<file path="src/rtl/imm_encode.sv">
// Immediate encoder: scatters a 32-bit immediate into the instr[31:7] layout for a given
// imm_src type, flags unrepresentable values, through a two-stage valid/ready pipeline.
module imm_encode #(
    parameter int DATA_WIDTH   = 32,
    parameter int IMMSRC_WIDTH = 3
) (
    input  logic                    clk,
    input  logic                    rst,
    input  logic                    in_valid,
    output logic                    in_ready,
    input  logic [IMMSRC_WIDTH-1:0] imm_src,
    input  logic [DATA_WIDTH-1:0]   imm_value,
    output logic                    out_valid,
    input  logic                    out_ready,
    output logic [24:0]             instr_imm,
    output logic [24:0]             imm_mask,
    output logic                    range_err,
    output logic [15:0]             err_count
);

    typedef enum logic [2:0] {
        SRC_I     = 3'd0,
        SRC_S     = 3'd1,
        SRC_B     = 3'd2,
        SRC_U     = 3'd3,
        SRC_J     = 3'd4,
        SRC_SHAMT = 3'd5,
        SRC_IU    = 3'd6,
        SRC_BAD   = 3'd7
    } imm_src_e;

    logic                    s1_valid_q, s1_valid_d;
    logic [IMMSRC_WIDTH-1:0] s1_src_q,   s1_src_d;
    logic [DATA_WIDTH-1:0]   s1_val_q,   s1_val_d;
    logic                    s2_valid_q, s2_valid_d;
    logic [24:0]             s2_imm_q,   s2_imm_d;
    logic [24:0]             s2_mask_q,  s2_mask_d;
    logic                    s2_err_q,   s2_err_d;
    logic [15:0]             err_cnt_q,  err_cnt_d;

    logic                    s1_load, s2_load;
    logic [24:0]             enc_imm, enc_mask;
    logic                    enc_err;
    logic [DATA_WIDTH-1:0]   v;

    assign s2_load  = !s2_valid_q || out_ready;
    assign s1_load  = !s1_valid_q || s2_load;
    assign in_ready = s1_load;

    // Encoder: the error terms check that the bits the field drops are pure sign/zero extension.
    always_comb begin
        // NOTE: every output of a combinational block gets a default first, so no path can infer a latch.
        enc_imm  = '0;
        enc_mask = '0;
        enc_err  = 1'b0;
        v        = s1_val_q;
        case (imm_src_e'(s1_src_q[2:0]))
            SRC_I, SRC_IU: begin
                enc_imm[24:13] = v[11:0];
                enc_mask       = 25'h1FFE000;
                if (s1_src_q[2:0] == SRC_IU) enc_err = |v[31:12];
                else                         enc_err = (|v[31:11]) && !(&v[31:11]);
            end
            SRC_SHAMT: begin
                enc_imm[17:13] = v[4:0];
                enc_mask       = 25'h003E000;
                enc_err        = (|v[31:4]) && !(&v[31:4]);
            end
            SRC_S: begin
                enc_imm[24:18] = v[11:5];
                enc_imm[4:0]   = v[4:0];
                enc_mask       = 25'h1FC001F;
                enc_err        = (|v[31:11]) && !(&v[31:11]);
            end
            SRC_B: begin
                enc_imm[24]    = v[12];
                enc_imm[23:18] = v[10:5];
                enc_imm[4:1]   = v[4:1];
                enc_imm[0]     = v[11];
                enc_mask       = 25'h1FC001F;
                enc_err        = ((|v[31:12]) && !(&v[31:12])) || v[0];
            end
            SRC_U: begin
                enc_imm[24:5] = v[31:12];
                enc_mask      = 25'h1FFFFE0;
                enc_err       = |v[11:0];
            end
            SRC_J: begin
                enc_imm[24]    = v[20];
                enc_imm[23:14] = v[10:1];
                enc_imm[13]    = v[11];
                enc_imm[12:5]  = v[19:12];
                enc_mask       = 25'h1FFFFE0;
                enc_err        = ((|v[31:20]) && !(&v[31:20])) || v[0];
            end
            default: enc_err = 1'b1;
        endcase
    end

    always_comb begin
        s1_valid_d = s1_valid_q;
        s1_src_d   = s1_src_q;
        s1_val_d   = s1_val_q;
        s2_valid_d = s2_valid_q;
        s2_imm_d   = s2_imm_q;
        s2_mask_d  = s2_mask_q;
        s2_err_d   = s2_err_q;
        err_cnt_d  = err_cnt_q;

        if (s1_load) begin
            s1_valid_d = in_valid;
            if (in_valid) begin
                s1_src_d = imm_src;
                s1_val_d = imm_value;
            end
        end
        if (s2_load) begin
            s2_valid_d = s1_valid_q;
            if (s1_valid_q) begin
                s2_imm_d  = enc_imm;
                s2_mask_d = enc_mask;
                s2_err_d  = enc_err;
            end
        end
        if (s2_valid_q && out_ready && s2_err_q && err_cnt_q != 16'hFFFF)
            err_cnt_d = err_cnt_q + 16'd1;
    end

    always_ff @(posedge clk or posedge rst) begin
        // NOTE: data registers are reset too, so outputs read zero while idle after reset.
        if (rst) begin
            s1_valid_q <= 1'b0;
            s1_src_q   <= '0;
            s1_val_q   <= '0;
            s2_valid_q <= 1'b0;
            s2_imm_q   <= '0;
            s2_mask_q  <= '0;
            s2_err_q   <= 1'b0;
            err_cnt_q  <= '0;
        end else begin
            // NOTE: non-blocking assignments keep all flops updating from pre-edge values.
            s1_valid_q <= s1_valid_d;
            s1_src_q   <= s1_src_d;
            s1_val_q   <= s1_val_d;
            s2_valid_q <= s2_valid_d;
            s2_imm_q   <= s2_imm_d;
            s2_mask_q  <= s2_mask_d;
            s2_err_q   <= s2_err_d;
            err_cnt_q  <= err_cnt_d;
        end
    end

    assign out_valid = s2_valid_q;
    assign instr_imm = s2_imm_q;
    assign imm_mask  = s2_mask_q;
    assign range_err = s2_err_q;
    assign err_count = err_cnt_q;

endmodule

</file>
<file path="config.mk">
export PLATFORM = sky130hd
export DESIGN_NAME = imm_encode
export DESIGN_NICKNAME = d
export VERILOG_FILES = /design/src/rtl/imm_encode.sv
export SDC_FILE = /design/constraint.sdc
export NUM_CORES = 1
export LEC_CHECK = 0
export ABC_CLOCK_PERIOD_IN_PS = 7100
export BUFFER_PORTS_ARGS = -buffer_cell sky130_fd_sc_hd__buf_2
export CAP_MARGIN = 20
export CORE_MARGIN = 2
export CORE_UTILIZATION = 42
export DETAILED_ROUTE_END_ITERATION = 7
export HOLD_SLACK_MARGIN = 0.15
export PLACE_DENSITY = 0.73
export SLEW_MARGIN = 20
export SYNTH_ARGS = -nofsm -noshare
export SYNTH_HDL_FRONTEND = slang
export SYNTH_SLANG_ARGS = --single-unit
export TNS_END_PERCENT = 20
</file>
<file path="constraint.sdc">
create_clock -name clk -period 7.1 [get_ports clk]
set_clock_uncertainty 0.1 [all_clocks]
set_input_delay 1.065 -clock clk [delete_from_list [all_inputs] [get_ports clk]]
set_output_delay 1.065 -clock clk [all_outputs]
set_load 0.01 [all_outputs]
</file>
==> flow_summary.json <==
{
  "status": "finished clean",
  "drtIter0Drc": 128,
  "dieHeight_um": 99.4,
  "p_int_w": 0.000944,
  "synth_edf_count": 0,
  "post_cts_resized": 0,
  "grt_use_total": 0.175,
  "cts.htree.levels": 3,
  "drive_gt1_frac": 0.414,
  "max_clock_freq_mhz": 368,
  "routabilityCongestion": 0.813,
  "ctsHoldBuffers": 0,
  "cts_tree": "done",
  "timing.final.crit_share": 0.383,
  "clk_path_buf_depth": 2,
  "r2r_cells": 5,
  "timing.rr.end": "range_err",
  "cp_data_arrival_time_ns": 1.55,
  "hold_path.class": "flip-flop to flip-flop",
  "cts_setup_buffers": 0,
  "netlist_area_sq_um": 3820,
  "layout_setup_ws_ns": 4.38,
  "areaGrowthSynthToFinish_pct": 18.3,
  "powerDensity_nw_per_um2": 301,
  "yosys.cell_types.count": 48,
  "gr-total-overflow": 0,
  "ys_seq_elements": 83,
  "dp_hpwl_um": 5950,
  "initial_core_util": 0.436,
  "ant_nets": 0,
  "clkPwrFrac": 0.306,
  "synthTopCellsByArea": "dfrtp_1 (54%), mux2_2 (11%), buf_4 (4.3%)",
  "relSlewSlack": 0.344,
  "synthTopCellsByCount": "dfrtp_1 (83), mux2_2 (37), nor2_1 (32)",
  "synth_most_common_cell": "dfrtp_1",
  "comb_power_share": 0.219,
  "period_needed_ns": 2.72,
  "switchingPower_w": 0.000420,
  "drt-pass1-iter-count": 4,
  "crit_type": "input port to output pin",
  "min_from": "instr_imm[4]",
  "start_kind": "input port",
  "setup_viol": 0,
  "grt_max_degree": 84,
  "worst_slew_pin_slew_ns": 0.982,
  "maxCapViolations": 0,
  "numClockSinks": 83,
  "grt_first_pass_wirelength_um": 13500,
  "whs_path_depth": 2,
  "routed_via_density": 5.30,
  "synth_seq_area_share": 0.543,
  "numPortBuffers": 107,
  "hold_viol_final": 0,
  "r2r_slack_ns": 5.00,
  "yosys.area.top_type_share": 0.543,
  "drv_slew": 0,
  "pre_cts_slack_ns": 4.37,
  "switching_share": 0.308,
  "synth_fp_nets": 370,
  "cp.required_ns": 5.93,
  "yosysTopAreaCell": "dfrtp_1",
  "timing.rr.start": "s1_src_q[2]",
  "grt_pass1_vias": 2712,
  "ir_drop_mv": 0.104,
  "syn_inst": 330,
  "clk-insertion-delay-late_ns": 0.36,
  "yosysWarnings": 0,
  "async_reset_ff_frac": 1.00,
  "num_rows": 34,
  "power_leakage_nw": 2.15,
  "cp-end-kind": "output pin",
  "crit_fanout": 3,
  "drc": 0,
  "routed_wl_um": 8360,
  "final.setup.tns_ns": 0,
  "ios": 108,
  "seqPwrFrac": 0.475,
  "root_buffer": "clkbuf_8",
  "rsz0062_at_grt": "no",
  "fp.dieArea_sq_um": 9890,
  "numCtsBuffers": 9,
  "num_vias": 2789,
  "antenna_cells": 0,
  "hold_end": "instr_imm[4]",
  "synthFlopType": "dfrtp_1",
  "die_x_um": 99.4,
  "antenna_found_initial": 0,
  "postSynthAreaPerCell_sq_um": 11.6,
  "nets": 453,
  "design.core.area_sq_um": 8760,
  "wire_per_inst_um": 15.9,
  "clk_pin_slew_worst_paths_ns": 0.08
}
==> routing by layer <==
metal / track usage / up-vias / wire length [um]
met2: 0.280 / 83 / 4120
met3: 0.0387 / 11 / 440
met1: 0.232 / 1367 / 3670
met5: 0 / - / 0
li1: - / 1328 / -
met4: 0.0738 / 0 / 125
==> stage by stage <==
step	util	cells	hold WS, ns	power [W]	cell area [sq um]
2_1_floorplan	-	330	0.371	0.000861	3820
3_3_place_gp	0.487	510	0.352	0.000948	4270
3_5_place_dp	0.487	510	0.352	0.000960	4270
4_1_cts	0.516	526	0.371	0.00138	4520
5_1_grt	0.516	526	0.399	0.00144	4520
6_report	0.516	526	0.364	0.00136	4520
==> sequential cells by signal, indices dropped and copies added, names as in the netlist <==
register / flops
range_err: 1
out_valid: 1
err_count: 16
imm_mask: 4
instr_imm: 25
s1_valid_q: 1
s1_src_q: 3
s1_val_q: 32
==> area by class of cell <==
| class | instances | area [sq um] |
|---|---|---|
| clock buffer | 10 | 138 |
| clock inverter | 6 | 113 |
| fill | 778 | 4240 |
| inverter | 5 | 20.0 |
| multi-input combinational | 205 | 1490 |
| sequential | 83 | 2080 |
| tap | 108 | 135 |
| timing repair buffer | 109 | 554 |
==> power by group through the flow <==
stage | Sequential, W | Combinational, W | Clock (W)
6_report | 0.000648 | 0.000299 | 0.000417
3_3_place_gp | 0.000652 | 0.000296 | 0
4_1_cts | 0.000648 | 0.000304 | 0.000424
5_1_grt | 0.000663 | 0.000335 | 0.000444
2_1_floorplan | 0.000652 | 0.000210 | 0
3_5_place_dp | 0.000657 | 0.000304 | 0
==> worst max-delay path by stage <==
stage                          from            end  slack [ns]  cells past startpoint
after detailed placement  out_ready  instr_imm[11]        4.37                      5
after global routing      out_ready       in_ready        4.34                      3
after CTS                 out_ready       in_ready        4.37                      3
after floorplan                 rst   err_count[0]        3.80                      1
final                     out_ready       in_ready        4.38                      3
after global placement    out_ready       in_ready        4.37                      3
==> placed cells by master (no fill, tap or decap), drive strengths merged, types with 4 or more instances in the layout <==
| master | n |
|---|---|
| mux2 | 37 |
| and3 | 4 |
| a22o | 8 |
| dfrtp | 83 |
| nor4 | 7 |
| clkinv | 4 |
| nor3 | 5 |
| inv | 4 |
| nand2b | 4 |
| clkbuf | 10 |
| xor2 | 5 |
| nor2 | 32 |
| a221oi | 12 |
| xnor2 | 11 |
| buf | 109 |
| nand4 | 10 |
| nand2 | 20 |
| nand3 | 14 |
==> logic make-up after synthesis <==
kind of cell	synth area share
mux	0.112
flops	0.543
simple gates	0.154
buf+inv	0.0680
compound gates	0.0834
xor+xnor	0.0366
fa+ha+maj	0.00327
==> worst max-delay path, cell delays in order <==
cell      delay, ns
buf_2          0.12
nand3b_1       0.20
buf_2          0.17
No activity file was read; power rests on OpenSTA's default activity.
